==> src/rtl/register_flags_stack.sv <==
// Processor flags register with per-bit masked writes and a push/pop save stack.
// Optional sticky overflow flag built only when FLAGS_STICKY_OVF_EN is defined.
module register_flags_stack #(
  parameter int NFLAGS  = 4,
  parameter int DEPTH   = 4,
  parameter int OVF_BIT = 3
) (
  input  logic                       CLK,
  input  logic                       RST_N,
  input  logic [NFLAGS-1:0]          in_F,
  input  logic [NFLAGS-1:0]          W_MASK,
  input  logic                       PUSH,
  input  logic                       POP,
  input  logic                       ERR_CLR,
  output logic [NFLAGS-1:0]          out_F,
  output logic [$clog2(DEPTH+1)-1:0] CNT,
  output logic                       FULL,
  output logic                       EMPTY,
  output logic                       ERR
`ifdef FLAGS_STICKY_OVF_EN
  ,
  input  logic                       SO_CLR,
  output logic                       out_SO
`endif
);

  localparam int CW = $clog2(DEPTH + 1);
  localparam int AW = (DEPTH > 1) ? $clog2(DEPTH) : 1;

  generate
    if (DEPTH < 1 || OVF_BIT < 0 || OVF_BIT >= NFLAGS) begin : g_param_check
      $error("register_flags_stack: illegal DEPTH or OVF_BIT");
    end
  endgenerate

  logic [NFLAGS-1:0] r_flags;
  logic [CW-1:0]     r_cnt;
  logic              r_err;
  logic [NFLAGS-1:0] r_stack [DEPTH];

  logic              w_full;
  logic              w_empty;
  logic              w_do_push;
  logic              w_do_pop;
  logic              w_do_xchg;
  logic              w_stack_err;
  logic [AW-1:0]     w_push_idx;
  logic [AW-1:0]     w_top_idx;
  logic [NFLAGS-1:0] w_base;
  logic [NFLAGS-1:0] w_flags_nxt;
  logic [CW-1:0]     w_cnt_nxt;
  logic              w_err_nxt;

  // Occupancy decode and operation classification.
  always_comb begin
    w_full      = (r_cnt == CW'(DEPTH));
    w_empty     = (r_cnt == {CW{1'b0}});
    w_do_push   = PUSH & ~POP & ~w_full;
    w_do_pop    = POP & ~PUSH & ~w_empty;
    w_do_xchg   = PUSH & POP & ~w_empty;
    w_stack_err = (PUSH & ~POP & w_full) | (POP & w_empty);
    w_push_idx  = AW'(r_cnt);
    w_top_idx   = AW'(r_cnt - CW'(1));
  end

  // Next flags, count and error; masked write bits override any restored value.
  always_comb begin
    w_base      = r_flags;
    w_flags_nxt = r_flags;
    w_cnt_nxt   = r_cnt;
    w_err_nxt   = r_err;

    if (w_do_pop || w_do_xchg) begin
      w_base = r_stack[w_top_idx];
    end else begin
      w_base = r_flags;
    end
    w_flags_nxt = (w_base & ~W_MASK) | (in_F & W_MASK);

    if (w_do_push) begin
      w_cnt_nxt = r_cnt + CW'(1);
    end else if (w_do_pop) begin
      w_cnt_nxt = r_cnt - CW'(1);
    end else begin
      w_cnt_nxt = r_cnt;
    end

    // A new error beats a same-cycle clear.
    if (w_stack_err) begin
      w_err_nxt = 1'b1;
    end else if (ERR_CLR) begin
      w_err_nxt = 1'b0;
    end else begin
      w_err_nxt = r_err;
    end
  end

  // Flags, count and error state registers.
  always_ff @(posedge CLK) begin
    if (!RST_N) begin
      r_flags <= {NFLAGS{1'b0}};
      r_cnt   <= {CW{1'b0}};
      r_err   <= 1'b0;
    end else begin
      r_flags <= w_flags_nxt;
      r_cnt   <= w_cnt_nxt;
      r_err   <= w_err_nxt;
    end
  end

  // Stack storage is deliberately not reset; the pre-edge flags are saved.
  always_ff @(posedge CLK) begin
    if (RST_N && w_do_push) begin
      r_stack[w_push_idx] <= r_flags;
    end else if (RST_N && w_do_xchg) begin
      r_stack[w_top_idx] <= r_flags;
    end
  end

`ifdef FLAGS_STICKY_OVF_EN
  logic r_so;

  // Sticky overflow: any written O=1 sets it and wins over a same-cycle clear.
  always_ff @(posedge CLK) begin
    if (!RST_N) begin
      r_so <= 1'b0;
    end else if (W_MASK[OVF_BIT] && in_F[OVF_BIT]) begin
      r_so <= 1'b1;
    end else if (SO_CLR) begin
      r_so <= 1'b0;
    end else begin
      r_so <= r_so;
    end
  end

  assign out_SO = r_so;
`endif

  assign out_F = r_flags;
  assign CNT   = r_cnt;
  assign FULL  = w_full;
  assign EMPTY = w_empty;
  assign ERR   = r_err;

endmodule
==> config.mk <==
export PLATFORM = sky130hd
export DESIGN_NAME = register_flags_stack
export DESIGN_NICKNAME = d
export VERILOG_FILES = /design/src/rtl/register_flags_stack.sv
export SDC_FILE = /design/constraint.sdc
export NUM_CORES = 1
export LEC_CHECK = 0
export BUFFER_PORTS_ARGS = -buffer_cell sky130_fd_sc_hd__buf_4
export CORE_MARGIN = 5
export CORE_UTILIZATION = 54
export CTS_CLUSTER_SIZE = 30
export DETAILED_ROUTE_END_ITERATION = 8
export PLACE_DENSITY = 0.89
export SLEW_MARGIN = 20
export SYNTH_ARGS = -nofsm -noshare
export SYNTH_HDL_FRONTEND = slang
export SYNTH_SLANG_ARGS = --single-unit
==> constraint.sdc <==
create_clock -name CLK -period 2.6 [get_ports CLK]
set_input_delay 0.39 -clock CLK [delete_from_list [all_inputs] [get_ports CLK]]
set_output_delay 0.39 -clock CLK [all_outputs]
set_load 0.05 [all_outputs]
### Word level (Yosys, flattened, before mapping)

Memory sizes are Yosys's and may differ from the RTL's.
Index checks and enable logic that the tools add are counted.
Widths: inputs -> output; s select.

| storage, ports and cells | value |
|---|---|
| flip-flop bits (word level) | 8 |
| memories kept | 1 |
| bits of input ports | 13 |
| output and inout port bits | 10 |
| memory bits (read-only) | 0 |
| bits in latches | 0 |
| memory bits (writable) | 16 |

| operators by class | value |
|---|---|
| div/mod/pow operators | 0 |
| add/subtract/negate cells | 2 |
| equal/unequal tests | 1 |
| bitwise operators | 17 |
| order comparisons | 0 |
| multipliers | 0 |
| muxes and demuxes | 13 |
| shifts and indexed selects | 0 |
| reduce and logical (&&, ||, !) cells | 7 |

Memories:

| name | words | width | rd ports | clocked after memory_dff | write ports | RTL line | text |
|---|---|---|---|---|---|---|---|
| r_stack | 4 | 4 | 1 | 0 | 1 | 39 | `logic [NFLAGS-1:0] r_stack [DEPTH];` |

Operators with widths:

| cell | count |
|---|---|
| $and 1x1->1 | 8 |
| $and 4x4->4 | 2 |
| $mux 1 | 8 |
| $mux 4 | 2 |
| $mux 3 | 2 |
| $not 1->1 | 4 |
| $not 4->4 | 1 |
| $or 4x4->4 | 1 |
| $reduce_bool 2->1 | 2 |
| $reduce_or 4->1 | 1 |
| $add 3x1->3 const B | 1 |
| $eq 3x3->1 const B | 1 |
| $logic_not 3->1 | 1 |
| $sub 3x1->3 const B | 1 |
| $logic_and 1x1->1 | 2 |
| $mux 2 | 1 |
| $logic_or 1x1->1 | 1 |
| $or 1x1->1 | 1 |

### Longest topological paths before layout

| depth | value |
|---|---|
| word-level depth | 9 |
| depth in mapped cells | 8 |

### Least setup slack after synthesis

Ideal clock, no wire load.

| timing path | value |
|---|---|
| path type | flip-flop to flip-flop |
| start point | register r_cnt[0] (netlist: CNT[0]) |
| end point | memory r_stack[0][0], enable pin |
| path buffers | 2 |
| cell stages (with the launch flop) | 9 |
| arrival time | 2.388 ns |
| required time | 2.261 ns |
| period minus slack after synthesis | 2.727 ns |
| path slack | -0.127 ns |
| cell sequence | dfxtp_1 > buf_4 > inv_1 > ha_1 > nand2b_4 > buf_8 > inv_6 > or4_1 > a21oi_1 |

| on the way | value |
|---|---|
| word-level cells in the longest chain between the ends | 9 |
| elaborated cells between the ends (all ways) | 17 |
| those cells by class | 1 x add/sub; 1 x eq/ne; 7 x mux; 4 x bitwise; 4 x reduce/logical |

Ends and longest elaborated chain:

| element | RTL line | text |
|---|---|---|
| start: declaration | 37 | `logic [CW-1:0] r_cnt;` |
| start signal: assignment | 102 | `r_cnt <= {CW{1'b0}};` |
| start signal: assignment | 106 | `r_cnt <= w_cnt_nxt;` |
| $logic_not 3->1 (*) | 57 | `w_empty = (r_cnt == {CW{1'b0}});` |
| via EMPTY | 18 | `output logic EMPTY,` |
| $not 1->1 (*) | 60 | `w_do_xchg = PUSH & POP & ~w_empty;` |
| $and 1x1->1 (*) | 60 |  |
| $logic_and 1x1->1 (*) | 115 | `end else if (RST_N && w_do_xchg) begin` |
| $mux 1 (*) | 115 |  |
| $mux 1 (*) | 113 | `if (RST_N && w_do_push) begin` |
| $mux 1 (implied by the code) (*) | 116 | `r_stack[w_top_idx] <= r_flags;` |
| $reduce_or 4->1 (no source line) | - |  |
| $mux 2 (no source line) or $mux 1 (tied branches) | - |  |
| end: declaration | 39 |  |

Mark *: on every way through the listed nets, which the timed path passes. The rest lies on a longest branch.

### Worst setup path in the final report

| timing path | value |
|---|---|
| start point | register r_cnt[1] (netlist: CNT[1]) |
| end point | memory r_stack[0][2], enable pin |

| on the way | value |
|---|---|
| word-level cells in the longest chain between the ends | 9 |
| elaborated cells between the ends (all ways) | 17 |
| those cells by class | 1 x add/sub; 1 x eq/ne; 7 x mux; 4 x bitwise; 4 x reduce/logical |

Ends and longest elaborated chain:

| element | RTL line |
|---|---|
| $logic_not 3->1 | 57 |
| $not 1->1 | 60 |
| $and 1x1->1 | 60 |
| $logic_and 1x1->1 | 115 |
| $mux 1 | 115 |
| $mux 1 | 113 |
| $mux 1 (implied by the code) | 116 |
| $reduce_or 4->1 (no source line) | - |
| $mux 2 (no source line) or $mux 1 (tied branches) | - |

Parallel ways exist; a longest one is shown, timed or not.

==> results.sh <==
export IMPL_critical_path_depth=6
export IMPL_finalHoldViolations=0
export IMPL_grt_usage=0.155
export IMPL_tightest_slew_ps=578
export IMPL_pre_cts_ws_ps=296
export IMPL_multi_input_area_um2=531
export IMPL_post_route_min_period_ps=2310
export IMPL_grt_max_degree=17
export IMPL_grt_pass1_wl_um=4060
export IMPL_synth_area_top_cells="edfxtp_1 37%, dfxtp_1 12%, mux4_2 7.0%"
export IMPL_synth_area_um2=1280
export IMPL_use_met1=0.201
export IMPL_routedWlPerCell_um=15.3
export IMPL_grt_pass1_vias=884
export IMPL_cts_buffers=3
export IMPL_ys_warn_count=0
export IMPL_portBuffers=22
export IMPL_antenna_found_initial=0
export IMPL_cts_tree="yes"
export IMPL_ys_top_cells_by_count="16 x edfxtp_1, 11 x o21ai_0, 10 x inv_1, 8 x dfxtp_1, 6 x a21oi_1"
export IMPL_ir_drop_v=0.000469
export IMPL_critPathTopFamily="simple AND/OR/NAND/NOR gates"
export IMPL_drt_antenna_violating_nets=0
export IMPL_drc_errors=0
export IMPL_layoutNonFillerInstCount=160
export IMPL_dieArea_um2=3450
export IMPL_cp_cell_sequence="inv_1, ha_1, nand2b_4, inv_6, or4_1, a21oi_1"
export IMPL_holdBufCountCts=0
export IMPL_clock_skew_ps=14.7
export IMPL_synth_nets=128
export IMPL_coreArea_um2=2230
export IMPL_grt_busiest_layer="met2"
export IMPL_cts_sinks=24
export IMPL_post_cts_resized=0
export IMPL_max_cap_viol_count=0
export IMPL_clock_tree_htree_level_count=1
export IMPL_fmax_mhz=432
export IMPL_drv_slew=0
export IMPL_cp_start_kind="flip-flop"
export IMPL_synthCells=112
export IMPL_clkTransAtPathRegs_ps=130
export IMPL_total_leakage_power_nw=0.550
export IMPL_via_per_inst=5.96
export IMPL_hold_path_class="in2reg"
export IMPL_required_ps=2570
export IMPL_gp_congestion=0.856
export IMPL_nNetsFinal=149
export IMPL_path_buf_inv=2
export IMPL_clock_path_buffers=2
export IMPL_period_share=0.890
export IMPL_pwr_density_cell_nw_per_um2=709
export IMPL_dpl_hpwl_um=1860
export IMPL_status="finished clean"
export IMPL_insertion_delay_ps=310
export IMPL_worst_r2r_path_depth=6
export IMPL_wl_um=2440
export IMPL_ys_seq_area_frac=0.500
export IMPL_cp_endpoint="r_stack[0][2]"
export IMPL_tns_ps=0
export IMPL_ff2ff_setup_slack_ps=290
export IMPL_arrival_ps=2280
export IMPL_area_growth_pct=14.0
export IMPL_ys_types=36
export IMPL_routed_via_count=954
export IMPL_critPathLaunch="CNT[1]"
export IMPL_num_fill_cells=173
export IMPL_setup_violations=0
export IMPL_placed_area_um2=1430
export IMPL_setup_slack_ps=287
export IMPL_postSynthAreaPerCell_um2=11.5
export IMPL_critPathKind="reg2reg"
export IMPL_post_cts_buffers=0
export IMPL_clockRootBuffer="clkbuf_4"
export IMPL_fin_area_um2=1460
export IMPL_path_max_fanout=10
export IMPL_core_rowCount=17
export IMPL_relSlewSlack=0.615
export IMPL_drive_gt1_frac=0.273
export IMPL_synthArstFlopShare=0
export IMPL_endpoint_kind="flip-flop"
export IMPL_dieWidth_um=58.7
export IMPL_r2r_start="CNT[1]"
export IMPL_synth_edff_count=16
export IMPL_slowest_delay_ps=500
export IMPL_ys_flop_type="edfxtp_1"
export IMPL_ys_ff_latch=24
export IMPL_use_met3=0.0482
export IMPL_yosysMostFrequentCell="edfxtp_1"
export IMPL_grt_ovfl_total=0
export IMPL_synth_top_area_frac=0.375
export IMPL_io_pins=23
export IMPL_initial_utilization=0.574
export IMPL_grt_setup_unrepaired="no"
export IMPL_yosysTopAreaCell="edfxtp_1"
export IMPL_reg2reg_to="r_stack[0][2]"
export IMPL_first_iter_violations=36
export IMPL_grtUsageMet2=0.254
export IMPL_n_antenna_cell=0
export IMPL_slowest_stage="or4_1"
export IMPL_drt_pass1_iter_count=4
export IMPL_place_inst=156
export IMPL_fp_dieH_um=58.7
export IMPL_seqCellArea_um2=642
## power breakdown
| group | internal, W | switching, W |
|---|---|---|
| logic | 0.000142 | 0.000243 |
| registers | 0.000440 | 0.0000238 |
| clock network | 0.0000856 | 0.000104 |
## worst reg2reg max path, stage by stage (launching register included)
cell and delay (ps):
dfxtp_1 460, inv_1 120, ha_1 280, nand2b_4 160, inv_6 60, or4_1 500, a21oi_1 380
## metal layers
layer,up-vias,wire length (um)
li1,459,-
met1,450,1020
met2,43,1260
met3,2,150
met4,0,7
met5,-,0
## cell type report
class	count	area share
flip-flops and latches	24	0.439
multi-input cells	70	0.363
repair buffers	23	0.118
inverters	11	0.0317
clock buffers	4	0.0248
well taps	28	0.0240
## worst min path at each step
stage	start	endpoint	slack, ps	cells past startpoint
global placement	ERR	ERR	460	2
CTS	ERR_CLR	ERR	310	3
finish	ERR_CLR	ERR	320	3
floorplan	W_MASK[0]	flip-flop	540	2
detailed placement	ERR	ERR	470	2
global route	W_MASK[1]	flip-flop	300	3
## cell usage in the layout, fill, tap and decap left out, drive strengths merged, types with 2 or more instances in the layout
cell type,synthesis,routed
nand3b,2,2
inv,11,11
o21ai,12,12
o311ai,5,5
a21oi,6,6
xor2,2,2
clkbuf,1,4
nand3,5,5
nand2b,2,2
dfxtp,8,8
nand2,4,4
a211oi,2,2
edfxtp,16,16
mux4,4,4
a31oi,4,4
nand4,3,3
nor2b,5,5
nor2,2,2
ha,3,3
buf,6,23
## per-stage QoR
stage / hold slack [ps] / utilization / power [W]
after floorplan: 542 / - / 0.000790
after global placement: 461 / 0.639 / 0.000847
after detailed placement: 469 / 0.639 / 0.000856
after CTS: 311 / 0.655 / 0.00105
after global routing: 304 / 0.655 / 0.00110
final: 317 / 0.655 / 0.00104
## cells by family (layout without fill, tap and decap cells)
| family | after synthesis | count (layout) | share of synthesized area |
|---|---|---|---|
| compound gates | 31 | 31 | 0.150 |
| buf+inv | 18 | 38 | 0.0868 |
| mux | 5 | 5 | 0.0781 |
| fa+ha+maj | 3 | 3 | 0.0293 |
| xor+xnor | 3 | 3 | 0.0205 |
| flops | 24 | 24 | 0.500 |
| simple gates | 28 | 28 | 0.136 |
Note: power is estimated with default switching activity, not from simulation.
